## config.mk

```make
export PLATFORM = sky130hd
export DESIGN_NAME = aes_round_key_bank_flat
export DESIGN_NICKNAME = d
export VERILOG_FILES = /design/src/rtl/aes_pkg.sv /design/src/rtl/aes_round_key_bank_if.sv /design/src/rtl/round_key_ram.sv /design/src/rtl/aes_round_key_bank.sv /design/src/flat_wrapper.sv
export SDC_FILE = /design/constraint.sdc
export NUM_CORES = 1
export LEC_CHECK = 0
export ABC_AREA = 1
export CORE_MARGIN = 1.5
export CORE_UTILIZATION = 36
export CTS_CLUSTER_DIAMETER = 150
export DETAILED_ROUTE_END_ITERATION = 8
export SETUP_SLACK_MARGIN = 0.05
export SYNTH_ARGS = -nofsm -noshare
export SYNTH_HDL_FRONTEND = slang
export SYNTH_SLANG_ARGS = --single-unit
```

## constraint.sdc

```tcl
create_clock -name clk -period 11.9 [get_ports clk]
set_input_delay 2.38 -clock clk [delete_from_list [all_inputs] [get_ports clk]]
set_output_delay 2.38 -clock clk [all_outputs]
set_load 0.01 [all_outputs]
```

## src/rtl/aes_pkg.sv

```systemverilog
// Shared AES definitions for the round-key bank.
// Latency: none (constants, types and a pure combinational helper).
// Backpressure: not applicable.
// Contents: block/round-count constants, bank state type, byte_reverse().
package aes_pkg;

   localparam int AES_BLK_W = 128;
   localparam int NR_128    = 10;
   localparam int NR_192    = 12;
   localparam int NR_256    = 14;

   // Widest key the byte_reverse helper is sized for (AES-256 key width).
   localparam int MAX_KEY_W = 256;

   typedef enum logic [1:0] {
      KB_EMPTY,
      KB_FILLING,
      KB_READY
   } kbank_state_t;

   // Reverses the order of the lowest nbytes byte lanes of d.
   // Byte 0 (the most significant lane of a KEY_W-bit key) ends up at the LSB end.
   // Callers zero-extend their key to MAX_KEY_W and truncate the result back.
   function automatic logic [MAX_KEY_W-1:0] byte_reverse(input logic [MAX_KEY_W-1:0] d,
                                                         input int nbytes);
      logic [MAX_KEY_W-1:0] r;
      r = '0;
      for (int i = 0; i < MAX_KEY_W/8; i++) begin
         if (i < nbytes) begin
            r[8*i +: 8] = d[8*(nbytes-1-i) +: 8];
         end
      end
      return r;
   endfunction

endpackage

```

## src/rtl/aes_round_key_bank_if.sv

```systemverilog
// Handshake/bus bundle between the key-expansion/round datapath and the round-key bank.
// Latency: none (wiring only).
// Backpressure: write side is valid/ready; read side is request/valid with error flag.
// master: drives clear, write channel and read request; slave: the bank itself.
interface aes_round_key_bank_if #(
   parameter int KEY_W = 128,
   parameter int IDX_W = 4
);
   logic             clear;
   logic             wr_valid;
   logic             wr_ready;
   logic [KEY_W-1:0] wr_key;
   logic             rd_en;
   logic [IDX_W-1:0] rd_round;
   logic [KEY_W-1:0] rd_key;
   logic [IDX_W-1:0] rd_round_out;
   logic             rd_valid;
   logic             rd_err;
   logic             bank_ready;
   logic [IDX_W-1:0] wr_ptr;

   modport master (
      output clear, wr_valid, wr_key, rd_en, rd_round,
      input  wr_ready, rd_key, rd_round_out, rd_valid, rd_err, bank_ready, wr_ptr
   );

   modport slave (
      input  clear, wr_valid, wr_key, rd_en, rd_round,
      output wr_ready, rd_key, rd_round_out, rd_valid, rd_err, bank_ready, wr_ptr
   );
endinterface

```

## src/rtl/round_key_ram.sv

```systemverilog
// NUM_KEYS x KEY_W key storage: synchronous write port, asynchronous read port.
// Latency: write lands on the clock edge; read data is combinational from the address.
// Backpressure: none; the caller only writes in-range slots.
// Ports: clk, we_i/wr_addr_i/wr_dat_i (write), rd_addr_i -> rd_dat_o (read).
module round_key_ram #(
   parameter int KEY_W    = 128,
   parameter int NUM_KEYS = 11,
   parameter int IDX_W    = 4
) (
   input  logic             clk,
   input  logic             we_i,
   input  logic [IDX_W-1:0] wr_addr_i,
   input  logic [KEY_W-1:0] wr_dat_i,
   input  logic [IDX_W-1:0] rd_addr_i,
   output logic [KEY_W-1:0] rd_dat_o
);
   localparam logic [IDX_W:0] NK = (IDX_W+1)'(NUM_KEYS);

   // Deliberately no reset: slots are only reachable after a full refill.
   logic [KEY_W-1:0] mem_q [NUM_KEYS];

   always_ff @(posedge clk) begin
      if (we_i) begin
         mem_q[wr_addr_i] <= wr_dat_i;
      end
   end

   // Out-of-range addresses return zero; the bank never forwards them anyway.
   assign rd_dat_o = ({1'b0, rd_addr_i} < NK) ? mem_q[rd_addr_i] : '0;
endmodule

```

## src/rtl/aes_round_key_bank.sv

```systemverilog
// Round-key store: fills NUM_KEYS keys in order, then serves indexed reads with a round tag.
// Latency: read data, tag, valid and error are registered, one cycle after rd_en.
// Backpressure: wr_ready drops once all slots are filled; clear silently drops a same-cycle write.
// Ports: clk, rst (async active-low), bus (slave side of aes_round_key_bank_if).
module aes_round_key_bank
   import aes_pkg::*;
#(
   parameter int KEY_W    = 128,
   parameter int NUM_KEYS = 11,
   parameter int IDX_W    = 4,
   parameter int BYTE_REV = 0
) (
   input  logic                 clk,
   input  logic                 rst,
   aes_round_key_bank_if.slave  bus
);
   localparam logic [IDX_W:0] NK = (IDX_W+1)'(NUM_KEYS);
   localparam int             NB = KEY_W / 8;

   kbank_state_t     state_q, state_d;
   logic [IDX_W-1:0] wr_ptr_q, wr_ptr_d;
   logic [KEY_W-1:0] rd_key_q, rd_key_d;
   logic [IDX_W-1:0] rd_round_out_q, rd_round_out_d;
   logic             rd_valid_q, rd_valid_d;
   logic             rd_err_q, rd_err_d;

   logic             not_full;
   logic             wr_fire;
   logic             rd_acc;
   logic [IDX_W:0]   ptr_inc;
   logic [KEY_W-1:0] ram_dat;
   logic [KEY_W-1:0] key_src;

   // wr_ready/bank_ready come from the state register only, so no input-to-output path.
   // clear gates write acceptance internally instead of through wr_ready.
   assign not_full = (state_q != KB_READY);
   assign wr_fire  = bus.wr_valid && not_full && !bus.clear;
   assign rd_acc   = bus.rd_en && (state_q == KB_READY) && ({1'b0, bus.rd_round} < NK);
   assign ptr_inc  = {1'b0, wr_ptr_q} + (IDX_W+1)'(1);

   round_key_ram #(
      .KEY_W    (KEY_W),
      .NUM_KEYS (NUM_KEYS),
      .IDX_W    (IDX_W)
   ) u_ram (
      .clk       (clk),
      .we_i      (wr_fire),
      .wr_addr_i (wr_ptr_q),
      .wr_dat_i  (bus.wr_key),
      .rd_addr_i (bus.rd_round),
      .rd_dat_o  (ram_dat)
   );

   always_comb begin
      if (BYTE_REV != 0) begin
         key_src = KEY_W'(byte_reverse(MAX_KEY_W'(ram_dat), NB));
      end else begin
         key_src = ram_dat;
      end
   end

   always_comb begin
      state_d  = state_q;
      wr_ptr_d = wr_ptr_q;
      if (bus.clear) begin
         state_d  = KB_EMPTY;
         wr_ptr_d = '0;
      end else if (wr_fire) begin
         wr_ptr_d = ptr_inc[IDX_W-1:0];
         state_d  = (ptr_inc == NK) ? KB_READY : KB_FILLING;
      end

      // Reads are independent of clear: a READY bank still answers in the clear cycle.
      rd_valid_d     = rd_acc;
      rd_err_d       = bus.rd_en && !rd_acc;
      rd_key_d       = rd_acc ? key_src : rd_key_q;
      rd_round_out_d = rd_acc ? bus.rd_round : rd_round_out_q;
   end

   always_ff @(posedge clk or negedge rst) begin
      if (!rst) begin
         state_q        <= KB_EMPTY;
         wr_ptr_q       <= '0;
         rd_key_q       <= '0;
         rd_round_out_q <= '0;
         rd_valid_q     <= 1'b0;
         rd_err_q       <= 1'b0;
      end else begin
         state_q        <= state_d;
         wr_ptr_q       <= wr_ptr_d;
         rd_key_q       <= rd_key_d;
         rd_round_out_q <= rd_round_out_d;
         rd_valid_q     <= rd_valid_d;
         rd_err_q       <= rd_err_d;
      end
   end

   assign bus.wr_ready     = not_full;
   assign bus.bank_ready   = (state_q == KB_READY);
   assign bus.wr_ptr       = wr_ptr_q;
   assign bus.rd_key       = rd_key_q;
   assign bus.rd_round_out = rd_round_out_q;
   assign bus.rd_valid     = rd_valid_q;
   assign bus.rd_err       = rd_err_q;
endmodule

```

## src/flat_wrapper.sv

```systemverilog
// flat-port wrapper written by rule: the top's interface ports become plain ports
module aes_round_key_bank_flat import aes_pkg::*;
#(
   parameter int KEY_W    = 128,
   parameter int NUM_KEYS = 11,
   parameter int IDX_W    = 4,
   parameter int BYTE_REV = 0
)
  (clk, rst, bus_clear, bus_wr_valid, bus_wr_key, bus_rd_en, bus_rd_round, bus_wr_ready, bus_rd_key, bus_rd_round_out, bus_rd_valid, bus_rd_err, bus_bank_ready, bus_wr_ptr);
  aes_round_key_bank_if #(.KEY_W(KEY_W), .IDX_W(IDX_W)) bus_i ();
  input  logic clk;
  input  logic rst;
  input wire logic [$bits(bus_i.clear)-1:0] bus_clear;
  input wire logic [$bits(bus_i.wr_valid)-1:0] bus_wr_valid;
  input wire logic [$bits(bus_i.wr_key)-1:0] bus_wr_key;
  input wire logic [$bits(bus_i.rd_en)-1:0] bus_rd_en;
  input wire logic [$bits(bus_i.rd_round)-1:0] bus_rd_round;
  output wire logic [$bits(bus_i.wr_ready)-1:0] bus_wr_ready;
  output wire logic [$bits(bus_i.rd_key)-1:0] bus_rd_key;
  output wire logic [$bits(bus_i.rd_round_out)-1:0] bus_rd_round_out;
  output wire logic [$bits(bus_i.rd_valid)-1:0] bus_rd_valid;
  output wire logic [$bits(bus_i.rd_err)-1:0] bus_rd_err;
  output wire logic [$bits(bus_i.bank_ready)-1:0] bus_bank_ready;
  output wire logic [$bits(bus_i.wr_ptr)-1:0] bus_wr_ptr;
  assign bus_i.clear = bus_clear;
  assign bus_i.wr_valid = bus_wr_valid;
  assign bus_i.wr_key = bus_wr_key;
  assign bus_i.rd_en = bus_rd_en;
  assign bus_i.rd_round = bus_rd_round;
  assign bus_wr_ready = bus_i.wr_ready;
  assign bus_rd_key = bus_i.rd_key;
  assign bus_rd_round_out = bus_i.rd_round_out;
  assign bus_rd_valid = bus_i.rd_valid;
  assign bus_rd_err = bus_i.rd_err;
  assign bus_bank_ready = bus_i.bank_ready;
  assign bus_wr_ptr = bus_i.wr_ptr;
  aes_round_key_bank #(.KEY_W(KEY_W), .NUM_KEYS(NUM_KEYS), .IDX_W(IDX_W), .BYTE_REV(BYTE_REV)) u_core (.clk(clk), .rst(rst), .bus(bus_i));
endmodule
```

==> results by group, run 1 <==
CTS
  • Clock Tree Buf Depth: 3
  • CTS Hold Buffers Added: 0
  • CTS sink cnt: 1,548
  • CTS buffer count: 158
  • CTS resizes: 0
  • Root Buffer: clkbuf_16
  • CTS clk-pin slew, worst paths: 60 ps
  • Clk_lat worst skew: 790 ps
  • H-tree depth: 4
  • CTS tree: yes
  • Post-CTS Setup Inserts: 0

Power
  • Pint: 9.10 mW
  • Clk network pwr share: 43.2%
  • Sw frac: 21.6%
  • Power Dens Cells: 158 mW/mm²
  • Sequential Power Share: 51.8%
  • Static leakage: 29.2 nW
  • Switching Power: 2.50 mW
  • Peak supply drop: 0.135 mV
  • Power share of the combinational group: 5.0%

Global routing
  • GRT overflow: 0
  • Vias in the first global route: 40,200
  • Tot GR Track Use: 18.9%
  • Largest net degree at the start of global routing: 204
  • First-pass GRT wire length: 254,000 µm
  • Initial antenna violation count: 24

Synthesis
  • Post-Synthesis Net Count: 5,833
  • Yosys warning total: 0
  • Synthesized area: 0.0634 mm²
  • Area share of the leading cell type in the synthesized netlist: 66.7%
  • Sequential fraction of the synthesis area: 72.2%
  • Area contributors post-synth: edfxtp_1, nand2_1, nand3_1
  • Post-synth EDFFs: 1,408
  • Count leader, synth: nand2_1
  • Main synth FF type: edfxtp_1
  • Most frequent cells after synthesis: nand2_1, edfxtp_1, nand3_1
  • Synth Instances: 5,691
  • Yosys reg bits: 1,548
  • Synth cell types: 26
  • Synthesized area per cell: 11.1 µm²
  • Async SR Flop Fraction: 9.04%
  • Yosys top cell by area: edfxtp_1

Worst setup path
  • Crit. End Element: flop
  • WP data required: 12,610 ps
  • Crit path DAT: 5930 ps
  • CP Launch Type: primary input
  • Critical path class: in2reg
  • Crit path max fanout: 117

Timing
  • Slew Limit Fails: 0
  • Least-Margin Pin Slew: 1150 ps
  • Relative slew slack: 23.2%
  • Unrepaired setup endpoints after global routing: no
  • Final worst clock skew: 33.5 ps
  • Smallest hold slack: 513 ps
  • Post-layout min period: 5220 ps
  • Final setup fails: 0
  • F_max: 191 MHz
  • Setup TNS: 0 ps
  • Final hold vios: 0
  • Final period util: 43.9%

Drt
  • DR pass1 iterations: 5
  • Final ANT Viol Nets: 0
  • DRC Markers: 0
  • DR WL/cell: 20.4 µm
  • Routed vias/inst: 4.89
  • Vias: 40,900
  • WL final: 171,000 µm
  • Initial drt markers: 3,346

Job
  • Max-Cap Viols: 0

Placement
  • Routability Congestion: 0.764
  • HPWL Detailed: 82,400 µm
  • Number of port buffers: 276

Die
  • Initial Utilization: 36.3%
  • IO Pins: 277
  • Rows: 153
  • Total die area: 0.179 mm²
  • Die Y-Extent: 423 µm
  • Core area: 0.174 mm²
  • Die Width: 423 µm

Cells and area
  • P&R area growth vs syn: 16.0%
  • Share of post-route cells with drive strength above 1: 5.19%
  • Final net count: 6,020

Hold path
  • Hold WC Path Type: reg2reg

Status
  • Status: finished clean
-- sequential cells by signal, indices dropped and copies added (netlist names) --
signal                   count
u_core.bus.wr_ptr            4
u_core.u_ram.mem_q        1408
u_core.bus.rd_round_out      4
u_core.state_q               2
u_core.bus.rd_key          128
u_core.bus.rd_err            1
u_core.bus.rd_valid          1
-- power groups by stage --
stage	Clock (mW)	Sequential [mW]	Combinational [mW]
3_5_place_dp	0	6.12	0.588
3_3_place_gp	0	6.12	0.582
5_1_grt	5.32	6.01	0.647
2_1_floorplan	0	6.13	0.324
4_1_cts	5.12	6.01	0.591
6_report	5.01	6.01	0.584
-- critical path: stages --
cell and delay (ps):
buf_8 250, inv_8 680, buf_4 980, buf_4 830
nand3_1 160, nand3_1 100, nand3_1 80, a21oi_1 180
-- per-layer routing --
| metal | up-vias | wire [µm] | global-route usage (%) |
|---|---|---|---|
| met3 | 302 | 10400 | 3.57 |
| met1 | 20100 | 70600 | 23.6 |
| li1 | 19300 | - | - |
| met4 | 20 | 6090 | 8.18 |
| met2 | 1177 | 83400 | 32.0 |
| met5 | - | 108 | 0 |
-- cell usage in the layout (no fill, tap or decap), types with 12 or more instances in the layout --
cell type	n
nand2_1	1472
edfxtp_1	1408
nand3_1	806
inv_1	786
a21oi_1	333
clkdlybuf4s50_1	271
nor2_1	258
clkbuf_16	163
dfrtp_1	140
o21ai_1	74
buf_4	54
clkbuf_1	53
o21ai_0	43
clkinv_1	32
clkbuf_8	25
clkinv_2	13
diode_2	12
bufinv_16	12
-- final cells by class --
| type | count | area [µm²] |
|---|---|---|
| Tap cell | 2325 | 2910 |
| Multi-Input combinational cell | 3026 | 13100 |
| Clock buffer | 240 | 4610 |
| Antenna cell | 12 | 30.0 |
| Clock inverter | 55 | 677 |
| Sequential cell | 1548 | 45800 |
| Fill cell | 16000 | 101000 |
| Timing Repair Buffer | 339 | 3370 |
| Inverter | 805 | 3050 |
-- cell families after synthesis --
| family | count (synthesis) | synth area share, % |
|---|---|---|
| adder cells (fa/ha/maj) | 5 | 0.0987 |
| AND/OR/NAND/NOR | 2565 | 16.9 |
| flip-flops | 1548 | 72.2 |
| XOR/XNOR | 2 | 0.0276 |
| AO/OA/AOI/OAI | 454 | 3.60 |
| buffers and inverters | 1117 | 7.17 |
-- through the flow --
step	cell area (µm²)	util [%]	setup WS, ps	std cells	power (mW)
after global placement	68200	39.1	5870	8043	6.70
after floorplan	63400	-	-444	5691	6.46
after CTS	73500	42.2	6780	8338	11.7
after global routing	73600	42.2	6450	8349	12.0
after detailed placement	68200	39.1	5910	8043	6.71
final	73600	42.2	6680	8350	11.6
-- final timing paths --
check	end	cells past startpoint	slack [ps]	from
worst max-delay path	u_core.bus.rd_key[7]	8	6680	bus_rd_round[1]
worst min-delay path	u_core.bus.rd_round_out[2]	2	510	u_core.bus.rd_round_out[2]
worst max register to register	u_core.u_ram.mem_q[0][33]	7	8390	u_core.state_q[1]
worst min register to register	u_core.bus.rd_round_out[2]	2	510	u_core.bus.rd_round_out[2]
max in group asynchronous	u_core.bus.rd_key[12]	3	8440	rst
min in group asynchronous	u_core.bus.rd_key[45]	1	1500	rst
Note: power is estimated with default switching activity, not from simulation.
==> run 2, diff against run 1 <==
==> constraint.sdc (replaced) <==
create_clock -name clk -period 5.4 [get_ports clk]
set_input_delay 1.08 -clock clk [delete_from_list [all_inputs] [get_ports clk]]
set_output_delay 1.08 -clock clk [all_outputs]
set_load 0.01 [all_outputs]
==> results by group, run 2 (synthesized netlist as in run 1, its figures left out) <==
Status
  • Status: finished clean

Global routing
  • Initial antenna violation count: 13 (-46%)
  • GRT overflow: 0 (unchanged)
  • First-pass GRT wire length: 250,000 µm (-1.8%)
  • Tot GR Track Use: 18.3% (-0.63 points)
  • Vias in the first global route: 40,600 (+0.99%)
  • Largest net degree at the start of global routing: 170 (-17%)

Timing
  • Relative slew slack: 25.7% (+2.5 points)
  • Slew Limit Fails: 0 (unchanged)
  • Final worst clock skew: 40.2 ps (+6.76 ps)
  • Least-Margin Pin Slew: 1110 ps (-37.7 ps)
  • Final hold vios: 0 (unchanged)
  • F_max: 306 MHz
  • Final period util: 60.5%
  • Setup TNS: 0 ps (unchanged)
  • Final setup fails: 0 (unchanged)
  • Unrepaired setup endpoints after global routing: no
  • Post-layout min period: 3270 ps

CTS
  • CTS resizes: 0 (unchanged)
  • Post-CTS Setup Inserts: 0 (unchanged)
  • CTS tree: yes
  • Clk_lat worst skew: 790 ps (about the same)
  • CTS clk-pin slew, worst paths: 60 ps (about the same)
  • H-tree depth: 4 (unchanged)
  • Root Buffer: clkbuf_16
  • Clock Tree Buf Depth: 3 (unchanged)
  • CTS buffer count: 166 (+5.1%)
  • CTS sink cnt: 1,548 (unchanged)
  • CTS Hold Buffers Added: 0 (unchanged)

Cells and area
  • Most frequent cells in the layout: nand2_1, edfxtp_1, nand3_1
  • Final net count: 6,038 (+0.30%)
  • Number of flip-flops in the largest register: 1,408 (unchanged)
  • Area occupied by registers: 0.0458 mm² (unchanged)
  • Design area: 0.0740 mm² (+0.58%)
  • P&R area growth vs syn: 16.7%
  • Filler cell count: 16,100 (+0.78%)
  • Leading cell type in the layout, fill and taps excluded: nand2_1
  • Util after Layout: 42.4% (+0.24 points)
  • Post-Layout Cell Count: 8,368 (+0.22%)
  • Area of the multi-input gates: 0.0132 mm² (+0.53%)
  • Share of post-route cells with drive strength above 1: 5.60% (+0.41 points)
  • Largest Register: u_core.u_ram.mem_q

Power
  • Peak supply drop: 0.301 mV (+120%)
  • Power Dens Cells: 345 mW/mm² (+120%)
  • Static leakage: 29.4 nW (+0.70%)

Drt
  • WL final: 165,000 µm (-3.1%)
  • DR WL/cell: 19.8 µm (-3.3%)
  • DRC Markers: 0 (unchanged)
  • Initial drt markers: 2,944 (-12%)
  • Final ANT Viol Nets: 0 (unchanged)
  • Routed vias/inst: 4.84 (-1.2%)
  • DR pass1 iterations: 6 (+1)
  • Vias: 40,500 (-0.95%)

Worst setup path
  • CP Launch Type: primary input
  • Crit. End Element: flop
  • Crit path DAT: 3710 ps (-2220 ps)
  • Slowest CP cell: nor3_4
  • Crit path max fanout: 18 (-85%)
  • WP data required: 5850 ps (-6760 ps)
  • Worst-path cell chain: clkdlybuf4s50_1 -> nand2_1 -> nor2_1 -> inv_1 -> nor3_4 -> buf_4
  • Critical path class: in2reg
  • CP peak stage delay: 840 ps (-140 ps)

Die
  • IO Pins: 277 (unchanged)
  • Die Width: 423 µm (unchanged)
  • Core area: 0.174 mm² (unchanged)
  • Initial Utilization: 36.3% (unchanged)
  • Rows: 153 (unchanged)
  • Die Y-Extent: 423 µm (unchanged)
  • Total die area: 0.179 mm² (unchanged)

Placement
  • Routability Congestion: 0.755 (-1.1%)
  • HPWL Detailed: 88,100 µm (+6.8%)
  • DP Area: 0.0687 mm² (+0.70%)
  • # placed instances: 8,053 (+0.12%)
  • Number of port buffers: 276 (unchanged)

Hold path
  • Hold WC Path Type: in2async

Job
  • Max-Cap Viols: 0 (unchanged)
## run 2: cell types whose count changed in the layout (fill, tap and decap cells not counted), moves of 6 or more
| cell | delta |
|---|---|
| buf_12 | +27 |
| buf_4 | -17 |
| clkinv_2 | +17 |
| nor3_2 | -11 |
| nor3_4 | +11 |
| clkbuf_8 | -9 |
| bufinv_16 | -6 |
| diode_2 | -6 |
## run 2: power by group
| part | switching [mW] | internal, mW |
|---|---|---|
| sequential | 0.0326 | 13.2 |
| clock | 4.72 | 6.22 |
| combinational | 0.952 | 0.378 |
| total | 5.70 | 19.8 |
## run 2: per-layer routing
layer | up-vias | track usage (%) | wire [µm]
li1 | 19300 | - | -
met1 | 19900 | 22.1 | 67300
met2 | 959 | 32.6 | 84900
met3 | 291 | 2.74 | 7320
met4 | 12 | 7.21 | 5790
met5 | - | 0 | 69
## run 2: critical path: cells and delay by family
kind	cells	cell delay, ps
buffers and inverters	3	1390
and+or+nand+nor	3	1190
## run 2: through the flow
stage / total power [mW] / setup slack [ps] / hold slack [ps]
global route: 26.3 / 2000 / 212
CTS: 25.8 / 2110 / 182
finish: 25.5 / 2130 / 224
global placement: 14.8 / 1220 / 480
detailed placement: 14.8 / 1280 / 475
floorplan: 14.2 / -1770 / 481
## run 2: final timing paths
path | slack [ps] | end | cells after the start | from
setup / recovery | 2130 | u_core.u_ram.mem_q[3][32] | 6 | bus_wr_valid
hold / removal | 220 | u_core.bus.rd_key[78] | 1 | rst
setup reg to reg | 2360 | u_core.u_ram.mem_q[3][32] | 6 | u_core.state_q[1]
hold reg to reg | 490 | u_core.bus.rd_round_out[0] | 2 | u_core.bus.rd_round_out[0]
max in group asynchronous | 4060 | u_core.bus.rd_key[8] | 2 | rst
min in group clk | 490 | u_core.bus.rd_round_out[0] | 2 | u_core.bus.rd_round_out[0]
## run 2: area by class of cell
type	count	area share [%]
multi-input combinational	3026	17.8
antenna	6	0.0203
clock buffer	231	6.15
tap	2325	3.93
timing repair buffer	349	5.12
clock inverter	78	0.944
inverter	805	4.12
sequential	1548	61.9
